===== config.mk =====
export PLATFORM = sky130hd
export DESIGN_NAME = seg_scan_ctrl
export DESIGN_NICKNAME = d
export VERILOG_FILES = /design/src/rtl/seg_scan_ctrl.sv
export SDC_FILE = /design/constraint.sdc
export NUM_CORES = 1
export LEC_CHECK = 0
export ABC_AREA = 1
export CAP_MARGIN = 20
export CORE_MARGIN = 2
export CORE_UTILIZATION = 55
export DETAILED_ROUTE_END_ITERATION = 8
export PLACE_DENSITY_LB_ADDON = 0.12
export SLEW_MARGIN = 40
export SYNTH_ARGS = -nofsm -noshare
export SYNTH_HDL_FRONTEND = slang
export SYNTH_SLANG_ARGS = --single-unit

===== constraint.sdc =====
create_clock -name clk -period 2.9 [get_ports clk]
set_input_delay 0.725 -clock clk [delete_from_list [all_inputs] [get_ports clk]]
set_output_delay 0.725 -clock clk [all_outputs]
set_load 0.05 [all_outputs]

===== src/rtl/seg_scan_ctrl.sv =====
// Eight-digit seven-segment scan scheduler with anti-ghost blanking, blink masks
// and a shadow/active digit store that only swaps at frame boundaries.
module seg_scan_ctrl #(
    parameter int DWELL        = 262144,
    parameter int BLANK        = 4096,
    parameter int BLINK_FRAMES = 16
) (
    input  logic       clk,
    input  logic       rst,
    input  logic       wr_en,
    input  logic [2:0] wr_digit,
    input  logic [3:0] wr_code,
    input  logic       wr_on,
    input  logic       wr_blink,
    input  logic       commit,
    output logic       commit_pending,
    output logic [7:0] an,
    output logic [3:0] data,
    output logic [2:0] scan_digit,
    output logic       frame_start
);

    localparam int DW = $clog2(DWELL);
    localparam int BW = (BLINK_FRAMES > 1) ? $clog2(BLINK_FRAMES) : 1;
    localparam logic [DW-1:0] DCNT_LAST = DW'(DWELL - 1);
    localparam logic [BW-1:0] BCNT_LAST = BW'(BLINK_FRAMES - 1);
    localparam logic [DW:0]   BLANK_V   = (DW + 1)'(BLANK);

    logic [DW-1:0] dcnt;
    logic [2:0]    dig;
    logic [BW-1:0] bcnt;
    logic          blink_phase;
    logic          run;

    // entry layout: {code[3:0], on, blink}
    logic [5:0] shadow [8];
    logic [5:0] active [8];

    logic       dcnt_wrap;
    logic       boundary;
    logic [5:0] cur;
    logic       blank;

    always_comb begin
        dcnt_wrap = (dcnt == DCNT_LAST);
        boundary  = dcnt_wrap && (dig == 3'd7);
        cur       = active[dig];
        blank     = ({1'b0, dcnt} < BLANK_V) || !cur[1] || (cur[0] && !blink_phase);
    end

    always_ff @(posedge clk) begin
        if (rst) begin
            dcnt           <= '0;
            dig            <= '0;
            bcnt           <= '0;
            blink_phase    <= 1'b1;
            run            <= 1'b0;
            commit_pending <= 1'b0;
            an             <= 8'hFF;
            data           <= '0;
            scan_digit     <= '0;
            frame_start    <= 1'b0;
            for (int i = 0; i < 8; i++) begin
                shadow[i] <= '0;
                active[i] <= '0;
            end
        end else begin
            run  <= 1'b1;
            dcnt <= dcnt_wrap ? '0 : dcnt + DW'(1);
            if (dcnt_wrap)
                dig <= dig + 3'd1;

            if (boundary) begin
                if (bcnt == BCNT_LAST) begin
                    bcnt        <= '0;
                    blink_phase <= ~blink_phase;
                end else begin
                    bcnt <= bcnt + BW'(1);
                end
            end

            if (wr_en)
                shadow[wr_digit] <= {wr_code, wr_on, wr_blink};

            // Copy reads shadow before any same-cycle write lands.
            if (boundary && (commit_pending || commit)) begin
                for (int i = 0; i < 8; i++)
                    active[i] <= shadow[i];
                commit_pending <= 1'b0;
            end else if (commit) begin
                commit_pending <= 1'b1;
            end

            an          <= blank ? 8'hFF : ~(8'h01 << dig);
            data        <= cur[5:2];
            scan_digit  <= dig;
            // run masks the (0,0) state that follows reset release
            frame_start <= run && (dig == 3'd0) && (dcnt == '0);
        end
    end

endmodule


# After elaboration in Yosys (flattened, before gate mapping)
# Memories as Yosys holds them, arrays and structs flattened. A register that Yosys moved wholly into a read port is not among the register bits.
# Index checks and enable logic that the tools add are counted.
# op_classes
add_sub_neg	3
order_cmp	1
eq_ne	3
n_shift	1
mux	23
bitwise	10
n_reduce_logical	17
# ops
cell	n
$mux W6	9
$add A18 B1 Y18 const B	1
$eq A18 B18 Y1 const B	1
$logic_not A18 Y1	1
$lt A18 B13 Y1 const B	1
$mux W1	10
$mux W3	3
$not A8 Y8	1
$or A1 B1 Y1	8
$shl A1 B3 Y8 const A	1
$reduce_or A2 Y1	3
$reduce_or A6 Y1	1
$logic_and A1 B1 Y1	5
$add A4 B1 Y4 const B	1
$eq A4 B4 Y1 const B	1
$mux W4	1
$add A3 B1 Y3 const B	1
$eq A3 B3 Y1 const B	1
$logic_not A3 Y1	1
$logic_or A1 B1 Y1	3
$logic_not A1 Y1	2
$reduce_and A2 Y1	1
$not A1 Y1	1
# totals
register_bits	44
mem_bits_rw	96
in_bits	13
elab_cells	70
n_memories	2
# mem_list
memory	depth	word_bits	read_ports	rd_clocked_by_memory_dff	wr	line_no	text
active	8	6	1	1	8	37	logic [5:0] active [8];
shadow	8	6	8	0	8	36	logic [5:0] shadow [8];

# Logic depth before layout (Yosys ltp)
# depth
word_depth	7
ltp_mapped	9
mapped_depth_nobuf	9

# Worst setup path after synthesis
# OpenSTA, ideal clock, no wires.
# synth_timing
path_kind	register to register
from	register dcnt[0]
to	memory active[0][0] (enable)
arrival_time_ps	2236
required_ps	2493
slack_ps	258
path_stages_with_launch	8
path_buffers	0
period_less_slack_ps	2642
cell_sequence	dfxtp_1 ha_1 nand3_2 nor2_4 nand3_4 nor2_4 nand2_1 nand2_1
# synth_rtl
element	line_no	text
start: declaration	29	logic [DW-1:0] dcnt;
start signal: assignment	69	dcnt <= dcnt_wrap ? '0 : dcnt + DW'(1);
end: declaration	37	

# Worst setup path after layout
# layout_timing
from	register an[2]
to	output port an[2]
# layout_rtl
element	line_no	text
start: declaration	17	output logic [7:0] an,
start signal: assignment	94	an <= blank ? 8'hFF : ~(8'h01 << dig);
# No word-level cell between the ends.

==> run summary <==
Area of the mapped netlist -> 6050 µm²
Final Hold Slack -> 0.476 ns
Critical Path Slowest Stage Cell -> sky130_fd_sc_hd__clkdlybuf4s50_1
Actual slew at the worst max-slew pin -> 0.591 ns
CTS Hold Bufs -> 0
Worst reg-to-reg setup slack -> 0.58 ns
Grt total ovfl -> 0
Tightest Hold Check Type -> register to register
Final Slew Violations -> 0
RD Place Congestion -> 0.835
Outcome -> finished, final reports clean
DRC violation total after the first TritonRoute iteration -> 276
Pwr/cell area -> 655 nW/µm²
Number of antenna repair diodes -> 0
Portion of the post-synthesis area used by sequential elements -> 63.2%
Fin nets -> 673
Number of buffers added on ports -> 29
Initial core utilization -> 56.1%
Tot Pwr -> 0.00464 W
H-tree levels -> 4
Dominant register cell in the synthesized netlist -> sky130_fd_sc_hd__edfxtp_1
RR Endpoint -> active[1][3]$_SDFFCE_PN0P_
Placement Cell Area -> 6490 µm²
Critical setup path kind -> register to primary output
Origin of the critical flop-to-flop path -> dcnt[0]$_SDFF_PP0_
End point of the critical path -> an[2]
Clock transition at the registers of the reported paths -> 0.06 ns
Leakage component of the power -> 2.82 nW
Total number of vias -> 4141
Headroom to the max-slew limit -> 60.6%
Die Area -> 11900 µm²
Number of buffers inserted during clock tree synthesis -> 17
Most common cell in the synthesized netlist -> sky130_fd_sc_hd__nor2_1
Gate Count Post-Synth -> 611
Average cell area after synthesis -> 9.90 µm²
Number of vias per cell after detailed routing -> 5.15
Proportion of synthesized flip-flops having asynchronous set or reset -> 0%
Final count of hold timing violations -> 0
Synth top area cells -> sky130_fd_sc_hd__edfxtp_1 (48%), sky130_fd_sc_hd__dfxtp_1 (16%), sky130_fd_sc_hd__nor2_1 (8.6%)
Crit-path max cell delay -> 0.81 ns
Min cycle time layout -> 2.38 ns
Vias in the first global route -> 4060
Buffers & Inverters on Critical Path -> 1
Leading area contributor after synthesis -> sky130_fd_sc_hd__edfxtp_1
Distinct cells, synth -> 31
Buffer levels on the longest clock path -> 2
Cell breakdown of the critical path -> clkdlybuf4s50_1
CTS tree -> done
Stages on worst setup path -> 1
Average detailed-routed wire length per instance -> 14.8 µm
Standard-cell row count -> 38
Post-detail-place hpwl -> 8380 µm
Global-route wire length before repair -> 19500 µm
Setup TNS after final layout -> 0 ns
Die width -> 109 µm
Share of the clock period used by the worst path after layout -> 82.1%
Residual antenna-violating net count after detailed routing -> 0
Pin count of the biggest net entering global routing -> 37
Fin area -> 7090 µm²
Global-route total usage across every layer -> 22.3%
Antenna violations before repair -> 0
Post-cts sizing count -> 0
Die height -> 109 µm
Number of enable-type register cells in the synthesized netlist -> 96
Clock root buffer -> sky130_fd_sc_hd__clkbuf_8
CORE AREA -> 10800 µm²
Family of cells with the greatest summed delay on the critical path -> buffers and inverters
Top cell types by occurrence after synthesis -> sky130_fd_sc_hd__nor2_1 (138), sky130_fd_sc_hd__edfxtp_1 (96), sky130_fd_sc_hd__inv_1 (86)
Setup bufs post-CTS -> 0
Kind of start point of the critical path -> register
Max-capacitance violation count -> 0
Endpoints failing setup -> 0
Net Count, Synth -> 633
CTS sink cnt -> 143
Max frequency -> 420 MHz
Area share of the largest cell type after synthesis -> 47.6%
Worst skew pair latency -> 0.53 ns
Total detailed-routing wirelength -> 11900 µm
Critical Path Sink Type -> primary output
Layout-stage area growth over the synthesis result -> 17.2%
First drt pass iteration count -> 4
Maximum clock skew at final layout -> 0.00843 ns
Number of fill cells -> 858
DR DRC count -> 0
YS warnings -> 0
CP Data Arrival Time -> 1.66 ns
Worst Setup SP -> an[2]$_SDFF_PP1_
Flip-flop and latch count after synthesis -> 143
Maximum vdd ir drop -> 744 µV
Biggest fanout along the worst timing path -> 1
Top-Level Pins -> 30
Setup repair after global routing missed its margin -> no
Required arrival time at the worst endpoint -> 2.17 ns
Worst reg-to-reg path cell count -> 8
Share of layout cells above drive strength 1 -> 12.7%
report_power, final:
group	total (W)	internal [W]	switching, W
sequential	0.00229	0.00226	0.0000289
clock	0.00217	0.00133	0.000833
combinational	0.000186	0.0000560	0.000130
sequential cells by signal (all words and copies together), names as in the netlist, 3 cells and up, named ones only:
name and cells:
scan_digit 3, bcnt 4, dcnt 18, shadow 48, active 48, dig 3, an 8, data 4
routing by layer:
metal | up-vias | GRT usage (%) | part of all wire, %
met5 | - | 0 | 0
met4 | 0 | 7.97 | 1.8
met3 | 21 | 8.13 | 5.7
met2 | 119 | 36.0 | 48
met1 | 1931 | 27.6 | 45
li1 | 2070 | - | -
through the flow:
stage | instances | util [%] | setup WS (ns)
after floorplan | 611 | - | 0.258
after detailed placement | 772 | 60.2 | 0.410
after CTS | 804 | 65.7 | 0.494
after global routing | 804 | 65.7 | 0.410
final | 804 | 65.7 | 0.520
after global placement | 772 | 60.2 | 0.478
kinds of logic (layout without fill, tap and decap cells):
| family | Yosys count | after routing | share of synthesized area, % |
|---|---|---|---|
| buffers and inverters | 102 | 155 | 6.80 |
| xor gates and xnor gates | 8 | 8 | 1.16 |
| DFF | 143 | 143 | 63.2 |
| adders and majority gates | 9 | 9 | 1.86 |
| AOI/OAI and AO/OA | 55 | 55 | 4.84 |
| and+or+nand+nor | 294 | 294 | 22.1 |
area by class of cell:
class / count / area [µm²] / share of cell area, %
clock buffers: 19 / 432 / 6.09
clock inverters: 13 / 163 / 2.29
inverters: 88 / 330 / 4.66
multi-input cells: 366 / 1820 / 25.6
flip-flops and latches: 143 / 3820 / 53.9
well taps: 140 / 175 / 2.47
repair buffers: 35 / 348 / 4.91
worst min-delay path by stage:
stage,from,end,cells past startpoint
final,blink_phase$_SDFFE_PP1P_,blink_phase$_SDFFE_PP1P_,2
after global placement,blink_phase$_SDFFE_PP1P_,blink_phase$_SDFFE_PP1P_,2
after detailed placement,blink_phase$_SDFFE_PP1P_,blink_phase$_SDFFE_PP1P_,2
after CTS,blink_phase$_SDFFE_PP1P_,blink_phase$_SDFFE_PP1P_,2
after global routing,bcnt[3]$_SDFFE_PP0P_,bcnt[3]$_SDFFE_PP0P_,2
after floorplan,blink_phase$_SDFFE_PP1P_,blink_phase$_SDFFE_PP1P_,2
layout by cell type (no fill, tap or decap), drive strengths merged, types with 3 or more instances in the layout:
cell type and count:
or2 5, nor2 172, o22ai 8, a21oi 16, dfxtp 47, edfxtp 96, nand4 16, clkbuf 19
clkinv 6, ha 9, inv 89, xor2 6, nand2 73, bufinv 3, buf 6, clkdlybuf4s50 29
clkinvlp 3, nand3 21, o21ai 28
Power figures use the tool's default switching activity.
